$ cat src/rtl/button_debounce.sv
// Push-button front end: synchronises a raw asynchronous input and rejects contact bounce,
// producing a clean registered level plus one-cycle rise/fall strobes.
module button_debounce #(
    parameter int unsigned SYNC_STAGES   = 2,
    parameter int unsigned STABLE_CYCLES = 1000000,
    parameter int unsigned CNT_W         = 20
) (
    input  logic clk,
    input  logic rst,
    input  logic btn_in,
    output logic level,
    output logic rise,
    output logic fall
);

    // One-hot so that corrupted encodings are detectable and forced back to LOW.
    localparam logic [3:0] StLow      = 4'b0001;
    localparam logic [3:0] StWaitHigh = 4'b0010;
    localparam logic [3:0] StHigh     = 4'b0100;
    localparam logic [3:0] StWaitLow  = 4'b1000;

    localparam logic [CNT_W-1:0] CntMax = CNT_W'(STABLE_CYCLES - 1);
    localparam logic [CNT_W-1:0] CntOne = CNT_W'(1);

    logic [SYNC_STAGES-1:0] sync_q, sync_d;
    logic [3:0]             state_q, state_d;
    logic [CNT_W-1:0]       cnt_q, cnt_d;
    logic                   level_q, level_d;
    logic                   rise_q, rise_d;
    logic                   fall_q, fall_d;
    logic                   sync;

    assign sync_d = {sync_q[SYNC_STAGES-2:0], btn_in};
    assign sync   = sync_q[SYNC_STAGES-1];

    always_comb begin
        state_d = state_q;
        cnt_d   = cnt_q;
        level_d = level_q;
        rise_d  = 1'b0;
        fall_d  = 1'b0;
        case (state_q)
            StLow: begin
                if (sync) begin
                    state_d = StWaitHigh;
                    cnt_d   = '0;
                end
            end
            StWaitHigh: begin
                if (!sync) begin
                    state_d = StLow;
                end else if (cnt_q == CntMax) begin
                    state_d = StHigh;
                    level_d = 1'b1;
                    rise_d  = 1'b1;
                end else begin
                    cnt_d = cnt_q + CntOne;
                end
            end
            StHigh: begin
                if (!sync) begin
                    state_d = StWaitLow;
                    cnt_d   = '0;
                end
            end
            StWaitLow: begin
                if (sync) begin
                    state_d = StHigh;
                end else if (cnt_q == CntMax) begin
                    state_d = StLow;
                    level_d = 1'b0;
                    fall_d  = 1'b1;
                end else begin
                    cnt_d = cnt_q + CntOne;
                end
            end
            default: begin
                state_d = StLow;
                cnt_d   = '0;
                level_d = 1'b0;
            end
        endcase
    end

    always_ff @(posedge clk) begin
        if (rst) begin
            sync_q  <= '0;
            state_q <= StLow;
            cnt_q   <= '0;
            level_q <= 1'b0;
            rise_q  <= 1'b0;
            fall_q  <= 1'b0;
        end else begin
            sync_q  <= sync_d;
            state_q <= state_d;
            cnt_q   <= cnt_d;
            level_q <= level_d;
            rise_q  <= rise_d;
            fall_q  <= fall_d;
        end
    end

    assign level = level_q;
    assign rise  = rise_q;
    assign fall  = fall_q;

endmodule

$ cat config.mk
export PLATFORM = sky130hd
export DESIGN_NAME = button_debounce
export DESIGN_NICKNAME = d
export VERILOG_FILES = /design/src/rtl/button_debounce.sv
export SDC_FILE = /design/constraint.sdc
export NUM_CORES = 1
export LEC_CHECK = 0
export CAP_MARGIN = 40
export CORE_MARGIN = 4
export CORE_UTILIZATION = 54
export CTS_CLUSTER_SIZE = 14
export DETAILED_ROUTE_END_ITERATION = 7
export PLACE_DENSITY = 0.76
export SYNTH_ARGS = -nofsm -noshare
export SYNTH_HDL_FRONTEND = slang
export SYNTH_SLANG_ARGS = --single-unit
$ cat constraint.sdc
create_clock -name clk -period 1.8 [get_ports clk]
set_input_delay 0.36 -clock clk [delete_from_list [all_inputs] [get_ports clk]]
set_output_delay 0.36 -clock clk [all_outputs]
set_load 0.05 [all_outputs]
# ---- Yosys cells after proc, flatten, opt, wreduce, memory -nomap -nowiden
# Index checks and enable logic that the tools add are counted.
dict set report word_totals {
  ff_bits 29
  latchBits 0
  mem_bits_rw 0
  romBits 0
  in_bits 3
  out_inout_bits 3
  word_cells 49
  mem_count 0
}
dict set report classes {
  add_sub_neg 1
  multipliers 0
  n_div 0
  order_cmp 0
  eq_ne 13
  n_shift 0
  n_mux 19
  bitwise_logic 4
  reduce_logical 6
}
# op n
set op_table {}
lappend op_table {{$mux 20} 5}
lappend op_table {{$pmux 20 s4} 1}
lappend op_table {{$mux 4} 6}
lappend op_table {{$add 20x1->20 const B} 1}
lappend op_table {{$eq 20x20->1 const B} 1}
lappend op_table {{$pmux 4 s4} 1}
lappend op_table {{$ne 2x2->1 const B} 6}
lappend op_table {{$reduce_and 4->1} 2}
lappend op_table {{$ne 3x3->1 const B} 2}
lappend op_table {{$reduce_or 3->1} 2}
lappend op_table {{$mux 1} 5}
lappend op_table {{$reduce_and 5->1} 1}
lappend op_table {{$eq 4x1->1 const B} 1}
lappend op_table {{$eq 4x2->1 const B} 1}
lappend op_table {{$eq 4x3->1 const B} 1}
lappend op_table {{$eq 4x4->1 const B} 1}
lappend op_table {{$not 1->1} 4}
lappend op_table {{$pmux 1 s3} 1}
lappend op_table {{$reduce_or 2->1} 1}

# ---- Longest topological paths before layout
dict set report depth {
  word_depth 4
  mapped_depth 8
  mapped_depth_nobuf 6
}

# ---- Worst setup path before layout
# No wires, ideal clock.
dict set report synth_timing {
  path_kind {register -> register}
  start {reg cnt_q[0]}
  end {reg cnt_q[5]}
  setup_ns 0.079
  arrival_ns 1.742
  t_required_ns 1.721
  setup_slack_ns -0.021
  stages_incl_launch_ff 9
  path_buffers 2
  period_less_slack_ns 1.821
  path_cell_list {dfxtp_1 > ha_1 > and3_1 > buf_2 > nand4_1 > or2_1 > buf_2 > a41o_1 > a211oi_2}
}
dict set report synth_via {
  elab_chain_len 4
  word_cells_on_any_way 6
  classes_between {add/sub (1); eq/ne (1); mux (4)}
}
# element line
set synth_lines {}
lappend synth_lines {{start, declared} 27} ;# logic [CNT_W-1:0] cnt_q, cnt_d;
lappend synth_lines {{start signal, assigned} 96} ;# cnt_q <= cnt_d;
lappend synth_lines {{$add 20x1->20 or $eq 20x20->1 (tied branches)} --}
lappend synth_lines {{$mux 20 *} {52, 69}}
lappend synth_lines {{$mux 20 (on tied branches)} {67, 50}}
lappend synth_lines {{$pmux 20 s4 *} 42} ;# case (state_q)
# Every way passes the cells marked *; elsewhere a longest branch is shown, timed or not. The select of a mux whose other input is x is not followed.
# A chain may end at the register's enable or synchronous reset.

# ---- Worst setup path after layout
dict set report layout_timing {
  start {reg cnt_q[1]}
  end {reg cnt_q[8]}
}
# The elaborated chain is that of the path after synthesis.

==> qor.yml <==
cells_and_area:
  diodes: 0
  drive_gt1_frac: 0.359
  multi_input_area_um2: 1190
  fin_util: 0.754
  register_area_um2: 592
  layout.nets: 262
  area_delta_synth_final_pct: 30.2
  fillers: 223
worst_setup_path:
  worstReg2RegStart: "cnt_q[1]$_SDFFE_PP0P_"
  cp_data_arrival_time_ns: 2.06
  cp-startpoint: "cnt_q[1]$_SDFFE_PP0P_"
  reg2reg_to: "cnt_q[8]$_SDFFE_PP0P_"
  path_class: "register to register"
  cp_data_required_time_ns: 2.02
  reg2reg_depth: 7
  worst_setup_path_start_kind: "register"
  r2r_setup_slack_ns: -0.04
  cp-end-kind: "register"
  worstPathMaxFanout: 4
sta:
  setup_violations: 8
  period_minus_slack_ns: 1.84
  drv_slew: 0
  clock.fmax_mhz: 544
  relSlewSlack: 0.679
  rsz0062_at_grt: "yes"
  tightest_slew_ns: 0.484
  timing.final.crit_share: 1.02
  clock_skew_ns: 0.00980
  fin_setup_tns_ns: -0.123
  finalHoldViolCount: 0
  timing.final.ws_setup_ns: -0.0395
drt:
  post_drt_wl_per_cell_um: 18.5
  final_antenna_net_count: 0
  vias: 2028
  drt-vias-per-instance: 6.69
  firstDrtPassIters: 4
  drt-initial-drc-count: 233
  finalWirelength_um: 5600
  drc: 0
clock_network:
  clock_path_buffers: 2
  cts_tree: "yes"
  cts_made_buffers: 5
  cts_root_buffer: "clkbuf_4"
  cts.clk_slew.worst_paths_ns: 0.09
  ctsHoldBuffers: 0
  cts_sinks: 29
  insertion_delay_ns: 0.35
  htreeDepth: 2
yosys:
  synth_cell_type_count: 53
  synth_top_area_cell: "dfxtp_1"
  async_reset_ff_frac: 0
  yosysSeqAreaShare: 0.321
  ys.flop_type: "dfxtp_1"
  yosys-top-cells-area: "dfxtp_1 32%, nand4_1 5.2%, a21oi_1 4.7%, or4_1 3.7%, nand3_1 3.3%"
  ys_ff_latch: 29
  synth-edff-count: 0
  syn_inst: 218
  netlist.area_leader.share: 0.321
  synth_nets: 222
  synth_area_um2: 1810
  ys_warn_count: 0
  postSynthAreaPerCell_um2: 8.30
global_routing:
  first_global_vias: 1972
  antenna_found_initial: 0
  grt_max_degree: 22
  grt_overflow: 0
  grt_pass1_wl_um: 9340
  grt_util_all_layers: 0.280
die:
  die_h_um: 65.9
  initial_core_util: 0.579
  pin_count: 6
  chipWidth_um: 65.9
  dieArea_um2: 4340
  fp-row-count: 20
  core_area_um2: 3130
worst_hold_path:
  whs_path_depth: 1
  hold_path.class: "register to register"
  min_to: "sync_q[1]$_SDFF_PP0_"
  hp-start: "sync_q[0]$_SDFF_PP0_"
placement:
  place_congestion: 0.936
  port_buffers: 5
  hpwlAfterDp_um: 3570
run_status:
  failed_checks: "setup timing"
  status: "finished, violations left"
run:
  cap_viol_max_count: 0
power:
  leakage_uw: 0.000823
  p_per_area_nw_per_um2: 516
  vdd_drop_max_uv: 419
power by group:
part           switching (µW)  leakage [µW]  internal [µW]
Sequential               2.49      0.000238            643
Clock                     247     0.0000413            226
Combinational            61.6      0.000544           36.0
state kept, by name (all words and copies together), names as in the netlist:
signal   cells
cnt_q       20
rise         1
state_q      4
level        1
fall         1
sync_q       2
synthesized netlist by cell type (4+ instances only):
cell,instances
and3_1,6
o21ai_0,12
nand2_1,11
nor3_1,4
and2_1,4
a21oi_1,17
nand4_1,15
nor2b_1,4
clkbuf_1,4
inv_1,8
buf_2,11
nor2_1,6
nand3_1,12
dfxtp_1,29
or4_1,9
a31oi_1,6
placed cells by master, fill, tap and decap left out, types with 3 or more instances in the layout:
cell and n:
nor2_1 6, nand2_1 10, a21oi_1 15, a31oi_1 6, o211ai_1 3, dfxtp_2 6, a211oi_2 3, o2111ai_1 3
a41oi_1 3, or4_1 9, and2_1 4, and3_1 4, inv_1 8, buf_4 45, and4_1 3, nand4_1 15
clkbuf_4 5, o21ai_1 4, nor2b_1 4, nand3_1 11, o21ai_0 9, dfxtp_1 22
cell families (layout without fill, tap and decap cells):
group,Yosys count,after routing,synth area share
xor gates and xnor gates,2,2,0.0138
buffers and inverters,30,69,0.0864
and+or+nand+nor,93,93,0.326
adders and majority gates,1,1,0.00691
DFF,29,29,0.321
AOI/OAI and AO/OA,62,64,0.241
muxes,1,1,0.00553
critical path, stage by stage, from the launching register on:
cell and delay, ns:
dfxtp_2 0.36, ha_4 0.15, and3_4 0.21, buf_6 0.10, nand4_1 0.19, or3_4 0.42
a31oi_1 0.17, o21ai_0 0.12
layout make-up:
class                           instances  area share
Sequential cell                        29       0.251
Timing Repair Buffer                   52       0.177
Clock buffer                            7      0.0276
Tap cell                               44      0.0234
Multi-Input combinational cell        161       0.504
Inverter                                9      0.0143
Clock inverter                          1     0.00212
worst max path at each step:
stage                                         to  slack (ns)  cells past startpoint
final                      cnt_q[8]$_SDFFE_PP0P_       -0.04                      7
after global routing       cnt_q[8]$_SDFFE_PP0P_       -0.13                      5
after CTS                  cnt_q[1]$_SDFFE_PP0P_       -0.02                      8
after detailed placement   cnt_q[8]$_SDFFE_PP0P_       -0.20                      7
after global placement    cnt_q[11]$_SDFFE_PP0P_       -0.09                      6
after floorplan            cnt_q[5]$_SDFFE_PP0P_       0.006                      8
stage by stage:
step           total power [µW]  cell area (µm²)  hold WS [ns]  worst slack [ns]  std cells
3_3_place_gp                735             2110         0.416           -0.0947        287
5_1_grt                    1260             2360         0.473            -0.131        303
2_1_floorplan               712             1820         0.414           0.00635        218
6_report                   1220             2360         0.464           -0.0395        303
3_5_place_dp                737             2110         0.451            -0.202        287
4_1_cts                    1220             2280         0.463           -0.0243        301
timing repair:
item | in CTS | in global routing
endpoints found under the setup margin | 22 | 25
gates cloned | 2 | 0
resized for setup | 17 | 17
pin swaps | 10 | 9
buffers inserted | 4 | 2
layer usage:
layer | wire length, µm | vias to the layer above | GRT usage
met5 | 0 | - | 0
met4 | 303 | 0 | 0.148
met3 | 414 | 34 | 0.0595
met2 | 2530 | 104 | 0.444
met1 | 2350 | 972 | 0.354
li1 | - | 918 | -
Note: power is estimated with default switching activity, not from simulation.
